===== src/rtl/mem_access_unit.sv =====
`default_nettype none
// ============================================================================
// Module : mem_access_unit
// Memory-stage load/store unit: byte-lane store encoding, single-outstanding
// data-memory handshake with timeout, and load sign/zero extension.
// Rev    : 1.0
// ============================================================================
module mem_access_unit #(
  parameter int TIMEOUT_CYCLES = 255
) (
  input  logic        clk,
  input  logic        rst_n,
  input  logic        req_valid,
  output logic        req_ready,
  input  logic [31:0] addr,
  input  logic [2:0]  ldst_ctrl,
  input  logic [31:0] store_data,
  output logic        dmem_req_valid,
  input  logic        dmem_req_ready,
  output logic [31:0] dmem_addr,
  output logic [3:0]  dmem_we,
  output logic [31:0] dmem_wdata,
  input  logic        dmem_resp_valid,
  input  logic [31:0] dmem_rdata,
  output logic        rsp_valid,
  input  logic        rsp_ready,
  output logic [31:0] rsp_data,
  output logic        err,
  output logic        stall
);

  localparam logic [1:0]  c_IDLE    = 2'd0;
  localparam logic [1:0]  c_ISSUE   = 2'd1;
  localparam logic [1:0]  c_WAIT    = 2'd2;
  localparam logic [1:0]  c_RESP    = 2'd3;
  localparam logic [15:0] c_TO_LAST = 16'(TIMEOUT_CYCLES - 1);

  logic [1:0]  r_state;
  logic [1:0]  w_next_state;
  logic [31:0] r_addr;
  logic [1:0]  r_lane;
  logic [2:0]  r_ctrl;
  logic [3:0]  r_we;
  logic [31:0] r_wdata;
  logic [15:0] r_cnt;
  logic [31:0] r_rsp_data;
  logic        r_err;

  logic        w_is_store;
  logic        w_timeout;
  logic [3:0]  w_we_next;
  logic [31:0] w_wdata_next;
  logic [7:0]  w_lane_byte;
  logic [15:0] w_lane_half;
  logic [31:0] w_load_ext;

  assign w_is_store = r_ctrl[2] & (r_ctrl[1] | r_ctrl[0]);
  assign w_timeout  = (r_cnt == c_TO_LAST);

  // State register
  always_ff @(posedge clk) begin
    if (!rst_n) r_state <= c_IDLE;
    else        r_state <= w_next_state;
  end

  // Next-state logic
  always_comb begin
    w_next_state = r_state;
    case (r_state)
      c_IDLE:  if (req_valid)      w_next_state = c_ISSUE;
      c_ISSUE: if (dmem_req_ready) w_next_state = w_is_store ? c_RESP : c_WAIT;
      c_WAIT:  if (dmem_resp_valid || w_timeout) w_next_state = c_RESP;
      c_RESP:  if (rsp_ready)      w_next_state = c_IDLE;
      default:                     w_next_state = c_IDLE;
    endcase
  end

  // Outputs
  always_comb begin
    dmem_req_valid = (r_state == c_ISSUE);
    rsp_valid      = (r_state == c_RESP);
    stall          = (r_state != c_IDLE);
    req_ready      = (r_state == c_IDLE) && rst_n;
    dmem_addr      = r_addr;
    dmem_we        = r_we;
    dmem_wdata     = r_wdata;
    rsp_data       = r_rsp_data;
    err            = r_err;
  end

  // Store lane encoding from the incoming op
  always_comb begin
    w_we_next    = 4'b0000;
    w_wdata_next = 32'd0;
    case (ldst_ctrl)
      3'b101: begin
        w_we_next    = 4'b0001 << addr[1:0];
        w_wdata_next = {4{store_data[7:0]}};
      end
      3'b110: begin
        w_we_next    = addr[1] ? 4'b1100 : 4'b0011;
        w_wdata_next = {2{store_data[15:0]}};
      end
      3'b111: begin
        w_we_next    = 4'b1111;
        w_wdata_next = store_data;
      end
      default: ;
    endcase
  end

  // Load lane extraction and extension
  always_comb begin
    case (r_lane)
      2'd1:    w_lane_byte = dmem_rdata[15:8];
      2'd2:    w_lane_byte = dmem_rdata[23:16];
      2'd3:    w_lane_byte = dmem_rdata[31:24];
      default: w_lane_byte = dmem_rdata[7:0];
    endcase
    w_lane_half = r_lane[1] ? dmem_rdata[31:16] : dmem_rdata[15:0];
    case (r_ctrl)
      3'b000:  w_load_ext = {{24{w_lane_byte[7]}}, w_lane_byte};
      3'b001:  w_load_ext = {{16{w_lane_half[15]}}, w_lane_half};
      3'b011:  w_load_ext = {24'd0, w_lane_byte};
      3'b100:  w_load_ext = {16'd0, w_lane_half};
      default: w_load_ext = dmem_rdata;
    endcase
  end

  // Request fields and result registers
  always_ff @(posedge clk) begin
    if (!rst_n) begin
      r_addr     <= 32'd0;
      r_lane     <= 2'd0;
      r_ctrl     <= 3'd0;
      r_we       <= 4'd0;
      r_wdata    <= 32'd0;
      r_cnt      <= 16'd0;
      r_rsp_data <= 32'd0;
      r_err      <= 1'b0;
    end else begin
      case (r_state)
        c_IDLE: if (req_valid) begin
          r_addr     <= {addr[31:2], 2'b00};
          r_lane     <= addr[1:0];
          r_ctrl     <= ldst_ctrl;
          r_we       <= w_we_next;
          r_wdata    <= w_wdata_next;
          r_rsp_data <= 32'd0;
          r_err      <= 1'b0;
        end
        c_ISSUE: if (dmem_req_ready) begin
          r_cnt      <= 16'd0;
          r_rsp_data <= 32'd0;
          r_err      <= 1'b0;
        end
        c_WAIT: begin
          r_cnt <= r_cnt + 16'd1;
          // A response in the limit cycle still counts as a good load
          if (dmem_resp_valid) begin
            r_rsp_data <= w_load_ext;
            r_err      <= 1'b0;
          end else if (w_timeout) begin
            r_rsp_data <= 32'd0;
            r_err      <= 1'b1;
          end
        end
        default: ;
      endcase
    end
  end

endmodule
`default_nettype wire


===== config.mk =====
export PLATFORM = sky130hd
export DESIGN_NAME = mem_access_unit
export DESIGN_NICKNAME = d
export VERILOG_FILES = /design/src/rtl/mem_access_unit.sv
export SDC_FILE = /design/constraint.sdc
export NUM_CORES = 1
export LEC_CHECK = 0
export ABC_CLOCK_PERIOD_IN_PS = 7100
export CAP_MARGIN = 25
export CORE_MARGIN = 5
export CORE_UTILIZATION = 55
export CTS_CLUSTER_SIZE = 30
export DETAILED_ROUTE_END_ITERATION = 8
export DONT_BUFFER_PORTS = 1
export PLACE_DENSITY = 0.8
export REMOVE_ABC_BUFFERS = 1
export SYNTH_ARGS = -nofsm -noshare
export SYNTH_HDL_FRONTEND = slang
export SYNTH_SLANG_ARGS = --single-unit

===== constraint.sdc =====
create_clock -name clk -period 7.1 [get_ports clk]
set_input_delay 1.42 -clock clk [delete_from_list [all_inputs] [get_ports clk]]
set_output_delay 1.42 -clock clk [all_outputs]
set_load 0.01 [all_outputs]

==> impl_results.md <==
* # Post-CTS Setup Buffers at 0
* Die footprint at 12,920 µm²
* 1st-iter DRT viols at 582
* Starting density of the core at 56.73%
* Fin crit share at 44.48%
* Outcome: finished, final reports clean
* Seq/Total Area, Yosys at 41.33%
* Via count at 5,405
* R2R depth at 6
* Nets@finish at 784
* CTS resizes at 0
* Min-delay src: dmem_addr[19]
* R2r setup slk at 4100 ps
* Layout cell share with drive strength beyond 1 at 7.591%
* Fin Clk Skew at 10.08 ps
* Leak at 2.283 nW
* Antenna Nets Post-Route at 0
* CTS tree: built
* RR Endpoint: rsp_data[5]
* Setup TNS at 0 ps
* Routed len/inst at 21.00 µm
* Via density at 6.583
* Crit-path max FO at 6
* Core Region at 10,420 µm²
* Dominant register cell in the synthesized netlist: dfxtp_1
* Fraction of registers with async set/reset at 0%
* HP Class: reg -> reg
* Initial antenna violation count at 0
* Drc violations at 0
* CTS max path bufs at 2
* Slew Limit Headroom at 33.69%
* IO Port Bufs at 0
* Fin. Hold Viols at 0
* CTS root buffer: clkbuf_8
* Core Util, Final at 62.15%
* Reg clk slew, reported paths at 50 ps
* RR Startpoint: r_state[1]
* Area of the mapped netlist at 5909 µm²
* RSZ-0062 raised after global routing: no
* Gp weighted congestion at 0.9373
* Startpoint Class: register
* Syn Area/Cell at 8.311 µm²
* Vias in the first global route at 5,248
* First-pass GRT wire length at 26.81 mm
* Tmin final at 3158 ps
* Die height at 113.7 µm
* H-tree Lvls at 4
* Synth cell types at 54
* Fmax achieved at 316.6 MHz
* Overflow after GRT at 0
* Worst Setup SP: r_state[0]
* Cells after Synth at 711
* Clock sinks at 122
* Clk_lat worst skew at 520 ps
* Worst EP required at 5680 ps
* Io pins at 210
* Worst EP arrival at 1740 ps
* Largest net degree at the start of global routing at 77
* Fin. max-slew vios at 0
* Die X at 113.7 µm
* Total wire length at 17.24 mm
* CTS buffer count at 17
* Global Route Usage Sum at 25.82%
* Yosys reg bits at 122
* Total power at 2.308 mW
* Worst-Margin Slew at 990.9 ps
* Synth warn at 0
* Worst setup EP type: primary output
* Critical path class: reg -> out
* Hold_buf cts at 0
* Worst Hold Endpoint: dmem_addr[19]
* Max cap viols at 0
* Setup violations, final at 0
* Layout area overhead at 9.549%
* PwrDens at 356.5 nW/µm²
* DP Wirelength at 11.97 mm
* Post-synth EDFFs at 0
* DRT Pass-1 Iters at 5
* VDD IR max at 0.2247 mV
* Row cnt at 37
* Hold Path Stages at 2
* Number of diodes at 0
==> placed cells by master (no fill, tap or decap), drive strengths merged, types with 7 or more instances in the layout <==
cell type  Yosys  routed
a211oi         8       8
a21oi         59      59
a221oi         7       7
a22o          16      16
a22oi         31      31
a32o          23      23
clkbuf        52      21
dfxtp        122     122
ha             7       7
inv           14      14
mux2i         24      24
nand2        113     113
nand3b         8       8
nor2          40      40
nor2b          9       9
nor3          18      18
o21ai         39      39
o22ai         15      15
o2bb2ai        7       7
o311a          7       7
or3           10      10
or4            7       7
==> layout make-up <==
cell class | instances | area, µm²
fill | 903 | 3943
clock buffer | 21 | 459.2
inverter | 14 | 52.55
sequential | 122 | 2442
clock inverter | 11 | 120.1
timing repair buffer | 6 | 65.06
tap | 136 | 170.2
multi-input combinational | 511 | 3164
==> power by group <==
part           leakage [nW]  switching (mW)  internal, mW
clock network         0.280           0.310         0.525
registers             0.991           0.105         0.758
logic                  1.01           0.387         0.223
total                  2.28           0.802          1.51
==> worst max-delay path: stages (launching register included) <==
cell	delay [ps]
dfxtp_1	330
inv_1	150
ha_1	280
inv_1	150
nor2_1	300
==> stage by stage <==
stage          setup slack [ps]  cell area (µm²)  hold slack [ps]  cells
2_1_floorplan              2980             5657            448.7    647
3_3_place_gp               3712             5859            463.8    787
3_5_place_dp               3570             5887            488.8    788
4_1_cts                    3953             6466            507.6    820
5_1_grt                    3836             6474            520.1    821
6_report                   3942             6474            502.3    821
==> logic make-up (layout without fill, tap and decap cells) <==
| group | after synthesis | count (layout) | synth area share [%] |
|---|---|---|---|
| AND/OR/NAND/NOR | 238 | 238 | 18.95 |
| XOR/XNOR | 5 | 5 | 0.7412 |
| adder cells (fa/ha/maj) | 7 | 7 | 1.482 |
| other | 1 | 2 | 0.06346 |
| AO/OA/AOI/OAI | 230 | 230 | 27.00 |
| flip-flops | 122 | 122 | 41.33 |
| multiplexers | 29 | 29 | 5.208 |
| buffers and inverters | 79 | 52 | 5.230 |
==> sequential cells by signal (all words and copies together) (netlist names) <==
register	count
dmem_wdata	32
rsp_data	32
dmem_addr	30
r_cnt	16
dmem_we	4
r_ctrl	3
r_lane	2
r_state	2
err	1
==> synth_stat cells (8+ instances only) <==
cell type	instances	area (µm²)
nand2_1	113	424.2
nor3_1	18	90.09
a22o_1	16	140.1
a211oi_1	8	60.06
inv_1	14	52.55
dfxtp_1	122	2442
nand3b_1	8	60.06
a32o_1	23	230.2
o21ai_0	39	195.2
nor2_1	40	150.1
mux2i_1	24	240.2
or3_1	10	62.56
o22ai_1	15	93.84
a22oi_1	31	232.7
a21oi_1	59	295.3
clkbuf_1	52	195.2
nor2b_1	9	56.30
==> worst max-delay path by stage <==
stage | endpoint | depth (start not counted)
2_1_floorplan | req_ready | 2
3_3_place_gp | err | 4
3_5_place_dp | err | 4
4_1_cts | req_ready | 4
5_1_grt | req_ready | 4
6_report | req_ready | 4
==> metal layers <==
layer	track usage (%)	wire, µm	vias up
li1	-	-	2516
met2	41.34	8020	282
met3	12.89	2478	41
met4	11.94	504	0
met5	0	0	-
met1	28.72	6234	2566
Power figures use the tool's default switching activity.
